File: src/rtl/trivium_stream_engine.sv
`default_nettype none
// ============================================================================
// Module  : trivium_stream_engine
// Brief   : Three-register 64-bit stream cipher engine with seeded warm-up and
//           valid/ready word streaming (XOR or raw keystream output).
// Revision: 1.0 - initial release
// ============================================================================
module trivium_stream_engine #(
    parameter int DATA_W = 8,
    parameter int SEED_W = 8,
    parameter int WARMUP = 16,
    parameter int CNT_W  = 16
) (
    input  logic              clk,
    input  logic              rst,
    input  logic              cmd_clear_i,
    input  logic              cmd_load_i,
    input  logic [SEED_W-1:0] seed_i,
    input  logic              mode_ks_only_i,
    input  logic              s_valid_i,
    output logic              s_ready_o,
    input  logic [DATA_W-1:0] s_data_i,
    output logic              m_valid_o,
    input  logic              m_ready_i,
    output logic [DATA_W-1:0] m_data_o,
    output logic              seeded_o,
    output logic [CNT_W-1:0]  word_cnt_o
);

    localparam logic [2:0] ST_IDLE  = 3'd0;
    localparam logic [2:0] ST_WARM  = 3'd1;
    localparam logic [2:0] ST_READY = 3'd2;
    localparam logic [2:0] ST_GEN   = 3'd3;
    localparam logic [2:0] ST_OUT   = 3'd4;

    localparam logic [63:0]       S1_INIT   = 64'h23A2B;
    localparam logic [63:0]       S2_INIT   = 64'h2A892;
    localparam logic [63:0]       S3_INIT   = 64'hF4511;
    localparam logic [31:0]       P_FULL    = 32'hA5A5A5A5;
    localparam logic [SEED_W-1:0] SEED_P    = P_FULL[SEED_W-1:0];
    localparam logic [7:0]        WARM_LAST = 8'(WARMUP - 1);
    localparam logic [7:0]        BIT_LAST  = 8'(DATA_W - 1);

    logic [2:0]        state_q, state_d;
    logic [63:0]       s1_q, s1_d, s2_q, s2_d, s3_q, s3_d;
    logic [7:0]        cnt_q, cnt_d;
    logic [DATA_W-1:0] data_q, data_d;
    logic              mode_q, mode_d;
    logic [DATA_W-1:0] ks_q, ks_d;
    logic [DATA_W-1:0] m_data_q, m_data_d;
    logic [CNT_W-1:0]  word_cnt_q, word_cnt_d;
    logic              s_ready_q, s_ready_d;
    logic              m_valid_q, m_valid_d;
    logic              seeded_q, seeded_d;

    logic              w_z, w_f1, w_f2, w_f3, w_load;
    logic [DATA_W-1:0] w_ks_shift;

    assign w_z  = s1_q[0] ^ s2_q[0] ^ s3_q[0];
    assign w_f1 = s2_q[0] ^ s3_q[1] ^ s1_q[5] ^ s2_q[7] ^ s3_q[13] ^ s1_q[31] ^ s2_q[47] ^ s3_q[60];
    assign w_f2 = s3_q[3] ^ s1_q[1] ^ s2_q[2] ^ s3_q[19] ^ s1_q[23];
    assign w_f3 = s1_q[5] ^ s2_q[2] ^ s3_q[4] ^ s1_q[17] ^ s2_q[29] ^ s3_q[63] ^ s1_q[10] ^ s2_q[40];
    // First keystream bit of a word ends up in the MSB.
    assign w_ks_shift = DATA_W'({ks_q, w_z});
    assign w_load = cmd_load_i && (seed_i != '0) && ((state_q == ST_IDLE) || (state_q == ST_READY));

    always_ff @(posedge clk or posedge rst) begin
        if (rst) begin
            state_q    <= ST_IDLE;
            s1_q       <= S1_INIT;
            s2_q       <= S2_INIT;
            s3_q       <= S3_INIT;
            cnt_q      <= '0;
            data_q     <= '0;
            mode_q     <= 1'b0;
            ks_q       <= '0;
            m_data_q   <= '0;
            word_cnt_q <= '0;
            s_ready_q  <= 1'b0;
            m_valid_q  <= 1'b0;
            seeded_q   <= 1'b0;
        end else begin
            state_q    <= state_d;
            s1_q       <= s1_d;
            s2_q       <= s2_d;
            s3_q       <= s3_d;
            cnt_q      <= cnt_d;
            data_q     <= data_d;
            mode_q     <= mode_d;
            ks_q       <= ks_d;
            m_data_q   <= m_data_d;
            word_cnt_q <= word_cnt_d;
            s_ready_q  <= s_ready_d;
            m_valid_q  <= m_valid_d;
            seeded_q   <= seeded_d;
        end
    end

    always_comb begin
        state_d    = state_q;
        s1_d       = s1_q;
        s2_d       = s2_q;
        s3_d       = s3_q;
        cnt_d      = cnt_q;
        data_d     = data_q;
        mode_d     = mode_q;
        ks_d       = ks_q;
        m_data_d   = m_data_q;
        word_cnt_d = word_cnt_q;
        if (cmd_clear_i) begin
            state_d    = ST_IDLE;
            s1_d       = S1_INIT;
            s2_d       = S2_INIT;
            s3_d       = S3_INIT;
            cnt_d      = '0;
            m_data_d   = '0;
            word_cnt_d = '0;
        end else if (w_load) begin
            s1_d       = 64'({seed_i, seed_i});
            s2_d       = 64'({seed_i, ~seed_i});
            s3_d       = 64'({seed_i, seed_i ^ SEED_P});
            cnt_d      = '0;
            word_cnt_d = '0;
            state_d    = (WARMUP == 0) ? ST_READY : ST_WARM;
        end else begin
            case (state_q)
                ST_WARM: begin
                    s1_d  = {s1_q[62:0], w_f1};
                    s2_d  = {s2_q[62:0], w_f2};
                    s3_d  = {s3_q[62:0], w_f3};
                    cnt_d = cnt_q + 8'd1;
                    if (cnt_q == WARM_LAST) begin
                        cnt_d   = '0;
                        state_d = ST_READY;
                    end
                end
                ST_READY: begin
                    if (s_valid_i && s_ready_q) begin
                        data_d  = s_data_i;
                        mode_d  = mode_ks_only_i;
                        ks_d    = '0;
                        cnt_d   = '0;
                        state_d = ST_GEN;
                    end
                end
                ST_GEN: begin
                    s1_d  = {s1_q[62:0], w_f1};
                    s2_d  = {s2_q[62:0], w_f2};
                    s3_d  = {s3_q[62:0], w_f3};
                    ks_d  = w_ks_shift;
                    cnt_d = cnt_q + 8'd1;
                    if (cnt_q == BIT_LAST) begin
                        m_data_d = (mode_q ? '0 : data_q) ^ w_ks_shift;
                        cnt_d    = '0;
                        state_d  = ST_OUT;
                    end
                end
                ST_OUT: begin
                    // Registers stay frozen while the consumer stalls.
                    if (m_ready_i) begin
                        word_cnt_d = word_cnt_q + CNT_W'(1);
                        state_d    = ST_READY;
                    end
                end
                default: state_d = ST_IDLE;
            endcase
        end
    end

    always_comb begin
        s_ready_d = (state_d == ST_READY);
        m_valid_d = (state_d == ST_OUT);
        seeded_d  = (state_d == ST_READY) || (state_d == ST_GEN) || (state_d == ST_OUT);
    end

    assign s_ready_o  = s_ready_q;
    assign m_valid_o  = m_valid_q;
    assign m_data_o   = m_data_q;
    assign seeded_o   = seeded_q;
    assign word_cnt_o = word_cnt_q;

endmodule
`default_nettype wire
File: config.mk
export PLATFORM = sky130hd
export DESIGN_NAME = trivium_stream_engine
export DESIGN_NICKNAME = d
export VERILOG_FILES = /design/src/rtl/trivium_stream_engine.sv
export SDC_FILE = /design/constraint.sdc
export NUM_CORES = 1
export LEC_CHECK = 0
export BUFFER_PORTS_ARGS = -buffer_cell sky130_fd_sc_hd__buf_2
export CAP_MARGIN = 20
export CORE_MARGIN = 3
export CORE_UTILIZATION = 50
export DETAILED_ROUTE_END_ITERATION = 10
export PLACE_DENSITY = 0.67
export SYNTH_ARGS = -nofsm -noshare
export SYNTH_HDL_FRONTEND = slang
export SYNTH_SLANG_ARGS = --single-unit
File: constraint.sdc
create_clock -name clk -period 10.2 [get_ports clk]
set_input_delay 1.53 -clock clk [delete_from_list [all_inputs] [get_ports clk]]
set_output_delay 1.53 -clock clk [all_outputs]
set_load 0.1 [all_outputs]
======== Word-level counts from Yosys, hierarchy flattened ========
Cells that the tools add are included.
storage, ports and cells
  word-level logic and storage cells ...... 105
  flip-flop bits (word level) ............. 198
cells by class
  equality and inequality tests ........... 12
  mux-type cells .......................... 32
  bitwise gates (word level) .............. 25
  add/sub/neg operators ................... 2
  reductions and logical operators ........ 21
operator list
  kind                                                   count
  two-way mux 64 bit                                     3
  two-way mux 48 bit                                     3
  two-way mux 32 bit                                     3
  two-way mux 8 bit                                      10
  two-way mux 16 bit                                     4
  case mux 8 bit (3 select lines)                        1
  bitwise XOR 1 bit                                      20
  two-way mux 3 bit                                      6
  adder 16 x 1 -> 16 bit, second input constant          1
  case mux 7 bit (2 select lines)                        1
  equality test 3 x 2 -> 1 bit, second input constant    4
  case mux 3 bit (4 select lines)                        1
  nonzero test 3 bit                                     3
  adder 8 x 1 -> 8 bit, second input constant            1
  equality test 8 x 3 -> 1 bit, second input constant    1
  equality test 8 x 4 -> 1 bit, second input constant    1
  NOT 8 bit                                              1
  AND reduction 4 bit                                    2
  nonzero test 8 bit                                     1
  bitwise XOR 8 bit                                      1
  equality test 3 bit, second input constant             2
  nonzero test 2 bit                                     3
  nonzero test 5 bit                                     1
  inequality test 4 x 3 -> 1 bit, second input constant  1
  other kinds (11)                                       17

======== Logic depth before layout (Yosys ltp) ========
  word-level depth ........................ 10
  gate-level depth with buffers ........... 7
  mapped depth without buffers ............ 6

======== Worst setup path before layout ========
No wires, ideal clock.
  path type ............................... input to register
  start point ............................. input seed_i[4]
  end point ............................... register mode_q
  data arrival time ....................... 3.524 ns
  cell stages on the path ................. 6
  slack ................................... 6.551 ns
  path buffers ............................ 1
  library setup time ...................... 0.125 ns
  cell sequence ........................... or4_4 -> o211ai_4 -> nand2b_1 -> buf_2 -> nor4_4 -> mux2_4
between the ends
  word-level cells in the longest chain between the ends .. 5
RTL lines
  what                            line  source
  start, declared                 18    input logic [SEED_W-1:0] seed_i,
  nonzero test 8 bit              65    assign w_load = cmd_load_i && (seed_i != '0) && ((state_q == ST_IDLE) || (state_q == ST_READY));
  logical AND 1 bit (2 in a row)  65
  NOT 1 bit (no line)             --
  AND reduction 4 bit (no line)   --
  end signal, assigned            89    mode_q <= mode_d;
  end, declared                   48    logic mode_q, mode_d;
No other way between the ends.
A chain may end at the register's enable or synchronous reset.

======== Worst setup path after layout ========
  start point ............................. input seed_i[4]
  end point ............................... register data_q[6]
between the ends
  word-level cells in the longest chain between the ends .. 5
RTL lines
  what                            line  source
  nonzero test 8 bit              65
  logical AND 1 bit (2 in a row)  65
  NOT 1 bit (no line)             --
  AND reduction 4 bit (no line)   --
  end signal, assigned            88    data_q <= data_d;
  end, declared                   47    logic [DATA_W-1:0] data_q, data_d;
No other way between the ends.

==> summary.txt <==
Status
  • Status: finished, final reports clean

CTS
  • CTS tree: yes
  • CTS buffer count: 17
  • CTS max path bufs: 2
  • Total setup buffers inserted after CTS: 0
  • Clock transition at the registers of the reported paths: 0.07 ns
  • Resize count post-CTS: 0
  • Hold buffer count at CTS: 0
  • Root Buffer Master: clkbuf_16
  • Worst-skew pair later-pin latency: 0.43 ns
  • CTS H-tree depth: 4
  • Clock sinks: 198

Worst setup path
  • Critical path required time: about 11 ns
  • CP arrival: 3.99 ns
  • Critical path cell sequence: buf_2 -> or4_4 -> o211ai_4 -> nand2b_4 -> nor4_4 -> mux2_4
  • Reg2Reg Depth: 5
  • Setup crit start kind: input pin
  • Max FO, Critical Path: between 40 and 50
  • Setup CP Type: in2reg
  • Cell with the largest stage delay on the worst path: nor4_4
  • CP peak stage delay: 0.84 ns
  • Endpoint class of the critical path: flop

Place
  • Pre-CTS setup slack: 6.04 ns
  • Port bufs: 49
  • Detail Placement HPWL: 10300 µm
  • Gpl congestion: 0.782

STA
  • Min setup slack post-route: approximately 6.5 ns
  • Setup Skew: 0.00726 ns
  • Slew Viols, Final: 0
  • Max_slew headroom: 0.354
  • Sum Neg Setup Slack: 0 ns
  • Period minus WS final: roughly 3.7 ns
  • Tcrit/Tclk final: 0.361
  • Final setup vio count: 0
  • Actual slew at the worst max-slew pin: 0.969 ns
  • RSZ-0062 raised after global routing: no
  • FMAX: 272 MHz
  • Final Hold Fails: 0

Routing
  • Avg WL per Cell: 14.5 µm
  • # DRC: 0
  • Antenna Nets Post-Route: 0
  • Total wire length: ~18000 µm
  • Post-DR vias/cell: roughly 5.4
  • Iteration-0 DRC Markers: 465
  • Vias after detailed routing: 6521
  • First-pass DRT Iterations: 5

Floorplanning
  • Die area: 0.0194 mm²
  • Core area: between 0.015 and 0.02 mm²
  • Ports: 50
  • Starting density of the core: 0.512
  • Cell Rows: 48
  • Die H: ~140 µm
  • Die W: 139 µm

GRT
  • Grt ovf: 0
  • First-pass GRT wire length: 30400 µm
  • Gr usage total: 0.186
  • Largest net degree at the start of global routing: ~120
  • Vias in the first global route: 6232
  • Initial antenna violation count: 0

Pwr
  • Cell Pwr Density: 171 mW/mm²
  • Overall power: 0.00169 W
  • Leakage power: 4.22 nW
  • Sw frac: 0.242
  • Max VDD drop: 138 µV
  • Psw: 0.000409 W
  • Internal power: 0.00128 W
  • Comb pwr share: 0.086
  • Clk network pwr share: 0.422
  • Flop pwr share: 0.492

Final layout
  • Final net count: roughly 1000
  • Ratio of cells with drive above 1 in the final layout: 0.161
  • Number of diodes: 0
  • Area delta synth->final: 11.2%
  • Filler cell count in the final layout: 1532

Yosys
  • Synth Flop Type: dfrtp_1
  • Post-synthesis register bit count: 198
  • Avg Inst Size Synth: approximately 9 µm²
  • Sequential fraction of the synthesis area: 0.561
  • Post-synth top area cell: dfrtp_1
  • Synth top area cells: dfrtp_1, nand2_1, dfstp_2
  • Top-count cell post-synth: nand2_1
  • Mapped Nets: between 900 and 1000
  • Mapped Area: 0.00888 mm²
  • Area share of the largest cell type after synthesis: 0.487
  • Yosys cell types: 47
  • Warnings from Yosys: 0
  • Gate Count Post-Synth: 963
  • Number of synthesized flops with an enable pin: 0
  • Ys async rst share: 1.00
  • Synth top cells by count: nand2_1, dfrtp_1, a21oi_1

Job
  • Max cap viols: 0

Worst hold path
  • Min-Delay Path Class: reg2reg
  • Hold depth: 2
## power by group through the flow
stage	registers, W	logic (W)	clock network [W]
after floorplan	0.000841	0.000115	0
after global placement	0.000846	0.000147	0
after detailed placement	0.000847	0.000148	0
after CTS	0.000832	0.000149	0.000729
after global routing	0.000835	0.000167	0.000761
final	0.000833	0.000146	0.000714
## critical path: cells and delay by family
kind            cells  cell delay, ns
compound gates      1            0.25
simple gates        3            1.72
buf+inv             1            0.12
mux                 1            0.36
## per-stage QoR
stage               hold slack, ns  utilization  cell area (µm²)  cells
floorplan                    0.454            -             8880    963
global placement             0.464        0.533             9250   1178
detailed placement           0.467        0.533             9250   1178
CTS                          0.483        0.569             9880   1210
global route                 0.493        0.569             9880   1210
finish                       0.482        0.569             9880   1210
## cells by family after synthesis
logic type	share of synthesized area
simple gates	0.209
flops	0.561
compound gates	0.128
buf+inv	0.0306
xor+xnor	0.0434
mux	0.0252
fa+ha+maj	0.00282
## per-layer routing
| metal | share of wire | vias to the layer above | global-route usage |
|---|---|---|---|
| met2 | 0.46 | 105 | 0.287 |
| met5 | 0 | - | 0 |
| li1 | - | 3223 | - |
| met4 | 0.010 | 0 | 0.0469 |
| met1 | 0.49 | 3179 | 0.271 |
| met3 | 0.040 | 14 | 0.0399 |
## state kept, by name, summed over array words and instances (netlist names), 3 cells and up
register,count
m_data_o,8
word_cnt_o,16
ks_q,7
state_q,3
s1_q,32
s3_q,64
data_q,8
s2_q,48
cnt_q,8
## area by class of cell
cell class | instances | area, µm² | share of cell area
multi-input cells | 693 | 3650 | 0.369
clock buffers | 20 | 457 | 0.0462
repair buffers | 57 | 305 | 0.0309
clock inverters | 12 | 176 | 0.0179
well taps | 225 | 282 | 0.0285
flip-flops and latches | 198 | 4990 | 0.505
inverters | 5 | 26.3 | 0.00266
## final timing paths
path	startpoint	to	slack [ns]
setup / recovery	seed_i[4]	data_q[6]$_DFFE_PP0P_	6.52
hold / removal	s3_q[17]$_DFFE_PP1P_	s3_q[17]$_DFFE_PP1P_	0.48
setup reg to reg	state_q[0]$_DFF_PP0_	data_q[6]$_DFFE_PP0P_	7.44
hold reg to reg	s3_q[17]$_DFFE_PP1P_	s3_q[17]$_DFFE_PP1P_	0.48
max in group asynchronous	rst	s3_q[50]$_DFFE_PP0P_	7.47
min in group asynchronous	rst	m_data_o[5]$_DFFE_PP0P_	1.22
## cells in the final DEF, fill, tap and decap left out, types with 3 or more instances in the layout
master,instances
bufinv_16,4
xnor2_1,33
a21o_1,6
dfstp_2,25
buf_4,8
xor2_1,11
nor4_1,5
clkinv_2,3
nor2_1,53
or4_1,3
nand3_1,12
clkinv_4,3
buf_2,49
inv_1,4
or2_2,20
nand4_1,4
mux2_2,7
and3_1,7
mux2_4,9
o31ai_1,5
nor2b_1,8
o21ai_0,12
clkbuf_16,17
a311oi_1,3
dfrtp_1,173
nor3_1,5
a31oi_1,38
a21oi_1,115
nand2_1,299
a211oi_1,9
No activity file was read; power rests on OpenSTA's default activity.
